## config.mk

```make
export PLATFORM = sky130hd
export DESIGN_NAME = pattern_stream_counter
export DESIGN_NICKNAME = d
export VERILOG_FILES = /design/src/rtl/pattern_stream_counter.sv
export SDC_FILE = /design/constraint.sdc
export NUM_CORES = 1
export LEC_CHECK = 0
export CORE_ASPECT_RATIO = 1.1
export CORE_MARGIN = 2
export CORE_UTILIZATION = 49
export CTS_BUF_LIST = sky130_fd_sc_hd__clkbuf_4
export CTS_CLUSTER_DIAMETER = 30
export DETAILED_ROUTE_END_ITERATION = 7
export GPL_TIMING_DRIVEN = 0
export PLACE_DENSITY = 0.7
export SYNTH_ARGS = -nofsm -noshare
export SYNTH_HDL_FRONTEND = slang
export SYNTH_SLANG_ARGS = --single-unit
```

## constraint.sdc

```tcl
create_clock -name Clk -period 31.2 [get_ports Clk]
set_input_delay 6.24 -clock Clk [delete_from_list [all_inputs] [get_ports Clk]]
set_output_delay 6.24 -clock Clk [all_outputs]
set_load 0.02 [all_outputs]
```

## src/rtl/pattern_stream_counter.sv

```systemverilog
// Counts occurrences of a bit pattern across every word of a framed stream,
// including overlapping matches and matches straddling word boundaries.
module pattern_stream_counter #(
   parameter int unsigned DATA_WIDTH    = 32,
   parameter int unsigned PATTERN_WIDTH = 3,
   parameter int unsigned COUNT_WIDTH   = 16,
   parameter int unsigned WORDS_WIDTH   = 16
) (
   input  logic                     Clk,
   input  logic                     Rst,
   input  logic [PATTERN_WIDTH-1:0] Pattern,
   input  logic [DATA_WIDTH-1:0]    S_Data,
   input  logic                     S_Valid,
   input  logic                     S_Last,
   output logic                     S_Ready,
   output logic [COUNT_WIDTH-1:0]   M_Count,
   output logic [WORDS_WIDTH-1:0]   M_Words,
   output logic                     M_Overflow,
   output logic                     M_Valid,
   input  logic                     M_Ready
);

   localparam int unsigned EXT_W  = DATA_WIDTH + PATTERN_WIDTH - 1;
   localparam int unsigned TAIL_W = PATTERN_WIDTH - 1;
   localparam int unsigned BEAT_W = $clog2(DATA_WIDTH + 1);
   localparam int unsigned CSUM_W = ((COUNT_WIDTH > BEAT_W) ? COUNT_WIDTH : BEAT_W) + 1;
   localparam int unsigned WSUM_W = WORDS_WIDTH + 1;
   localparam logic [COUNT_WIDTH-1:0] COUNT_MAX = '1;
   localparam logic [WORDS_WIDTH-1:0] WORDS_MAX = '1;

   typedef enum logic [1:0] {IDLE, ACCUM, RESULT} state_t;

   state_t                   state_q, state_d;
   logic [PATTERN_WIDTH-1:0] pat_q, pat_use;
   logic [TAIL_W-1:0]        tail_q;
   logic [EXT_W-1:0]         ext;
   logic [BEAT_W-1:0]        beat_cnt;
   logic                     accept, first;
   logic [COUNT_WIDTH-1:0]   count_base, count_d;
   logic [WORDS_WIDTH-1:0]   words_base, words_d;
   logic [CSUM_W-1:0]        count_sum;
   logic [WSUM_W-1:0]        words_sum;
   logic                     count_sat, words_sat, ovf_d;

   assign accept  = S_Valid & S_Ready;
   assign first   = (state_q == IDLE);
   assign pat_use = first ? Pattern : pat_q;
   assign ext     = {tail_q, S_Data};

   // Windows above DATA_WIDTH-1 reach into the previous word's tail bits.
   always_comb begin
      beat_cnt = '0;
      for (int unsigned i = PATTERN_WIDTH - 1; i < EXT_W; i++) begin
         if ((!first || i < DATA_WIDTH) && (ext[i -: PATTERN_WIDTH] == pat_use))
            beat_cnt = beat_cnt + BEAT_W'(1);
      end
   end

   // Saturating accumulation; a first word starts from zero.
   always_comb begin
      count_base = first ? '0 : M_Count;
      words_base = first ? '0 : M_Words;
      count_sum  = CSUM_W'(count_base) + CSUM_W'(beat_cnt);
      words_sum  = WSUM_W'(words_base) + WSUM_W'(1);
      count_sat  = (count_sum > CSUM_W'(COUNT_MAX));
      words_sat  = (words_sum > WSUM_W'(WORDS_MAX));
      count_d    = count_sat ? COUNT_MAX : count_sum[COUNT_WIDTH-1:0];
      words_d    = words_sat ? WORDS_MAX : words_sum[WORDS_WIDTH-1:0];
      ovf_d      = (first ? 1'b0 : M_Overflow) | count_sat | words_sat;
   end

   always_comb begin
      state_d = state_q;
      case (state_q)
         IDLE:    if (accept) state_d = S_Last ? RESULT : ACCUM;
         ACCUM:   if (accept && S_Last) state_d = RESULT;
         RESULT:  if (M_Valid && M_Ready) state_d = IDLE;
         default: state_d = IDLE;
      endcase
   end

   always_ff @(posedge Clk) begin
      if (Rst) begin
         state_q    <= IDLE;
         S_Ready    <= 1'b1;
         M_Valid    <= 1'b0;
         M_Count    <= '0;
         M_Words    <= '0;
         M_Overflow <= 1'b0;
         tail_q     <= '0;
         pat_q      <= '0;
      end else begin
         state_q <= state_d;
         S_Ready <= (state_d != RESULT);
         M_Valid <= (state_d == RESULT);
         if (accept) begin
            tail_q     <= S_Data[TAIL_W-1:0];
            M_Count    <= count_d;
            M_Words    <= words_d;
            M_Overflow <= ovf_d;
            if (first) pat_q <= Pattern;
         end
      end
   end

endmodule

```

# Word-level counts from Yosys, hierarchy flattened
# Cells that the tools add are included.
[word_totals]
inputBits = 40
register_bits = 42
output_inout_bits = 35
wordCells = 131
[classes]
eq_ne = 36
n_addsub = 33
mux = 43
reduce_logical = 6
order_cmp = 2
bitwise_logic = 3
[ops]
columns = ["op", "n"]
rows = [
  ["6-bit two-way mux", 31],
  ["6-bit by 1-bit adder with 6-bit output, second input constant", 30],
  ["3-bit == test", 32],
  ["16-bit two-way mux", 4],
  ["17-bit by 16-bit greater-than comparator with 1-bit output, second input constant", 2],
  ["16-bit by 1-bit adder with 17-bit output, second input constant", 1],
  ["16-bit by 6-bit adder with 17-bit output", 1],
  ["2-bit two-way mux", 4],
  ["2-bit case mux with 3 select lines", 1],
  ["2-bit == test, second input constant", 2],
  ["1-bit logical AND", 4],
  ["3-bit two-way mux", 1],
  ["1-bit by 1-bit adder with 2-bit output, second input constant", 1],
  ["2-bit by 1-bit == test with 1-bit output, second input constant", 1],
  ["2-bit zero test", 1],
  ["1-bit two-way mux", 2],
  ["2-bit inequality test, second input constant", 1],
  ["1-bit OR", 2],
  ["1-bit bitwise AND", 1],
  ["1-bit zero test", 1],
]

# Logic depth before layout (Yosys ltp)
[depth]
depth_word = 70
ltp_mapped = 114

# Least setup slack after synthesis
# Ideal clock, no wire load.
[synth_timing]
path_type = "input to register"
start = "in Pattern[1]"
end = "reg M_Count[10]"
cell_stages = 108
t_required_ns = 31.063
slack_ns = 3.915
arrival_ns = 27.147
cell_sequence = "nor3b_2 > nor2_8 > buf_4 > xnor2_1 > nor3_1 > ha_1 > xnor2_2 > inv_1 > ha_1 > nand2_1 > o21ai_0 > ha_1 > and2_1 > o21bai_1 > ha_1 > mux2_2 > ha_1 > nor4_1 > [72 not listed] > ha_1 > mux2_2 > ha_1 > mux2_2 > nand4b_1 > nand2_1 > nor3b_2 > xnor2_1 > xnor3_1 > xnor2_1 > ha_1 > a21o_1 > nand4_1 > nor2_1 > a41oi_1 > clkbuf_1 > clkbuf_1 > a211oi_1"
[synth_via]
elab_chain_cells = 68
word_cells_on_any_way = 101
classes_between = "add/sub (32); order compare (1); eq/ne (32); mux (34); reduce/logical (2)"
[synth_rtl]
columns = ["element", "line_no", "rtl"]
rows = [
  ["start: declaration", "11", "input logic [PATTERN_WIDTH-1:0] Pattern,"],
  ["3-bit two-way mux *", "--", ""],
  ["3-bit == test", "54", "if ((!first || i < DATA_WIDTH) && (ext[i -: PATTERN_WIDTH] == pat_use))"],
  ["1-bit two-way mux", "54", ""],
  ["1-bit by 1-bit adder with 2-bit output", "55", "beat_cnt = beat_cnt + BEAT_W'(1);"],
  ["6-bit two-way mux", "54", ""],
  ["6-bit by 1-bit adder with 6-bit output", "55", ""],
  ["6-bit two-way mux", "54", ""],
  ["6-bit by 1-bit adder with 6-bit output", "55", ""],
  ["[52 not listed]", "--", ""],
  ["6-bit two-way mux", "54", ""],
  ["6-bit by 1-bit adder with 6-bit output", "55", ""],
  ["6-bit two-way mux", "54", ""],
  ["6-bit by 1-bit adder with 6-bit output", "55", ""],
  ["6-bit two-way mux *", "54", ""],
  ["16-bit by 6-bit adder with 17-bit output *", "63", "count_sum = CSUM_W'(count_base) + CSUM_W'(beat_cnt);"],
  ["17-bit by 16-bit greater-than comparator with 1-bit output", "65", "count_sat = (count_sum > CSUM_W'(COUNT_MAX));"],
  ["16-bit two-way mux *", "67", "count_d = count_sat ? COUNT_MAX : count_sum[COUNT_WIDTH-1:0];"],
  ["end signal: assignment", "98", "M_Count <= count_d;"],
  ["end: declaration", "16", "output logic [COUNT_WIDTH-1:0] M_Count,"],
]
# Every way passes the cells marked *; elsewhere a longest branch is shown, timed or not.
# A chain may end at the register's enable or synchronous reset.

# Worst setup path in the final report
[layout_timing]
start = "in Pattern[1]"
end = "reg M_Count[11]"
# Same word-level chain as after synthesis.

==> summary.md <==
| Metric | Value |
|---|---|
| Run status | finished, final reports clean |
| GPL Wtd Cong | roughly 0.89 |
| Crit path largest cell delay | 460 ps |
| Most frequent cells in the layout | xnor2_1 (143), nand2_1 (99), nor2_1 (81) |
| Hpwl dp | 15800 um |
| Least-Margin Pin Slew | about 1000 ps |
| Syn Nets | approximately 1100 |
| Crit end category | register |
| Final net count | 1206 |
| WP data required | between 30000 and 40000 ps |
| Fmax | 34.2 MHz |
| Row count | 49 |
| Pwr dens | about 110 nW/um^2 |
| CP Class | in -> reg |
| Design area | 9190 sq um |
| Setup tns final | 0 ps |
| IO buf count | 73 |
| Placed Area | 9070 sq um |
| Core Region | approximately 16000 sq um |
| Syn-to-layout area delta | 13.7% |
| Drt first pass iters | 5 |
| Final hold vios | 0 |
| CTS Buf Count | 5 |
| Max cap viols | 0 |
| Layout cells sized above 1 | approximately 8.3% |
| Clock transition at the registers of the reported paths | approximately 140 ps |
| Post-Syn Area | 8080 sq um |
| Sequential fraction of the synthesis area | 10.4% |
| Slew headroom | approximately 33% |
| H-tree Lvls | 2 |
| FFs w/ async S/R, synth | 0% |
| Top-Level Pins | 75 |
| Peak supply drop | around 0.14 mV |
| CTS Hold Bufs | 0 |
| Total gr overflow | 0 |
| Worst clock skew | 7.76 ps |
| PostCTS Resize Cnt | 0 |
| CTS Buffer Depth | 2 |
| Yosys warning count | 0 |
| Post-DRT Antenna Nets | 0 |
| Final setup fails | 0 |
| Pleak | 0.00341 uW |
| Mapped Cells | between 1000 and 1500 |
| Mean Syn Cell Area | ~7.7 sq um |
| TritonCTS clock tree | yes |
| Per-cell routed wire length | 15.2 um |
| Worst path arrival time | 29550 ps |
| Vias in the first global route | 7154 |
| Seq cells post-synth | 42 |
| Setup crit start kind | input pin |
| Critical path's slowest cell | clkdlybuf4s50_1 |
| Sink Count | 42 |
| Routed vias | ~7700 |
| 1st-iter DRT viols | 400 |
| DRC violation count after routing | 0 |
| Final Slew Violations | 0 |
| Chip height | 139 um |
| Die area | 17500 sq um |
| Global Route Usage Sum | around 22% |
| Largest net degree at the start of global routing | 14 |
| Clk Latency, worst-skew pair | 360 ps |
| HP Class | reg -> reg |
| Vias per Instance | 5.77 |
| Initial antenna violation count | 1 |
| Top FF cell, synth | dfxtp_1 |
| Critical path fanouts, max | 10 |
| Most common cell after layout, fill and taps aside | xnor2_1 |
| Starting Density | 49.7% |
| Crit path top cell by count | ha_1 |
| Wirelength, routed | 20200 um |
| Number of synthesized flops with an enable pin | 0 |
| Setup Fix Bufs, Post-CTS | 0 |
| Die Width | 126 um |
| First-pass GRT wire length | 33800 um |
| Netlist cell types | 85 |
| Fin crit period | 29260 ps |
| Period Utilization, post-route | between 90% and 100% |
| CTS Root Cell | clkbuf_4 |
## flip-flops by register name (all words and copies together) (netlist names)
signal,flops
S_Ready,1
pat_q,3
M_Count,16
state_q,2
M_Words,16
M_Valid,1
tail_q,2
M_Overflow,1
## stage by stage
step | hold WS [ps] | utilization, % | power, uW | std cells | setup slack [ps]
finish | 484 | 56.5 | 984 | 1332 | 1940
floorplan | 449 | - | 793 | 1046 | 3920
global placement | 465 | 55.8 | 927 | 1323 | 926
CTS | 487 | 56.3 | 982 | 1331 | 1050
global route | 519 | 56.5 | 1110 | 1331 | -59.3
detailed placement | 468 | 55.8 | 940 | 1323 | 768
## cells by family (layout without fill, tap and decap cells)
family          after synthesis  after routing  share of synthesized area [%]
simple gates                405            405                           26.8
xor+xnor                    221            221                           30.1
other cells                   0              1                              0
compound gates              237            237                           19.4
flops                        42             42                           10.4
mux                          23             23                           3.07
buf+inv                      78            159                           4.01
fa+ha+maj                    40             40                           6.29
## Yosys cell counts (10+ instances only)
library cell | count | area (sq um)
a211oi_1 | 21 | 158
a21oi_1 | 61 | 305
a22oi_1 | 12 | 90.1
a31oi_1 | 10 | 62.6
and2_1 | 21 | 131
and3_1 | 11 | 68.8
clkbuf_1 | 32 | 120
dfxtp_1 | 42 | 841
ha_1 | 39 | 488
inv_1 | 33 | 124
mux2_2 | 10 | 113
mux2i_1 | 12 | 120
nand2_1 | 99 | 372
nand2b_1 | 10 | 62.6
nand3_1 | 36 | 180
nand4_1 | 13 | 81.3
nor2_1 | 81 | 304
nor2b_1 | 11 | 68.8
nor3_1 | 42 | 210
nor4_1 | 12 | 75.1
o21ai_0 | 55 | 275
or3_1 | 22 | 138
xnor2_1 | 143 | 1250
xnor2_2 | 11 | 179
xnor3_1 | 12 | 270
xor2_1 | 37 | 324
## power breakdown
| group | total [uW] | internal (uW) | switching [uW] |
|---|---|---|---|
| Sequential | 63.2 | 58.6 | 4.62 |
| Clock | 36.3 | 16.6 | 19.7 |
| Combinational | 885 | 395 | 490 |
## area by class of cell
type | count | area [sq um]
fillers | 1535 | 7060
multi-input cells | 926 | 6950
flip-flops and latches | 42 | 841
repair buffers | 73 | 731
well taps | 204 | 255
plain buffers | 44 | 199
inverters | 34 | 128
clock inverters | 3 | 40.0
clock buffers | 5 | 37.5
diodes | 1 | 2.50
## metal layers
layer  part of all wire [%]  GRT usage, %
met1                     46          29.7
met2                     49          39.7
met3                    3.9          1.89
met4                    1.3          3.82
met5                      0             0
## final timing paths
path	from	end	slack, ps	depth (start not counted)
max	Pattern[1]	M_Count[11]$_SDFFE_PP0P_	1940	111
min	tail_q[1]$_SDFFE_PP0P_	tail_q[1]$_SDFFE_PP0P_	480	2
max reg2reg	state_q[0]$_SDFF_PP0_	M_Count[11]$_SDFFE_PP0P_	7700	111
min reg2reg	tail_q[1]$_SDFFE_PP0P_	tail_q[1]$_SDFFE_PP0P_	480	2
## worst max-delay path, delay by kind of cell
kind | cells | cell delay, ps
adder cells (fa/ha/maj) | 30 | 9370
AND/OR/NAND/NOR | 35 | 5070
AO/OA/AOI/OAI | 22 | 4050
multiplexers | 8 | 1950
buffers and inverters | 11 | 1650
XOR/XNOR | 5 | 1160
No activity file was read; power rests on OpenSTA's default activity.
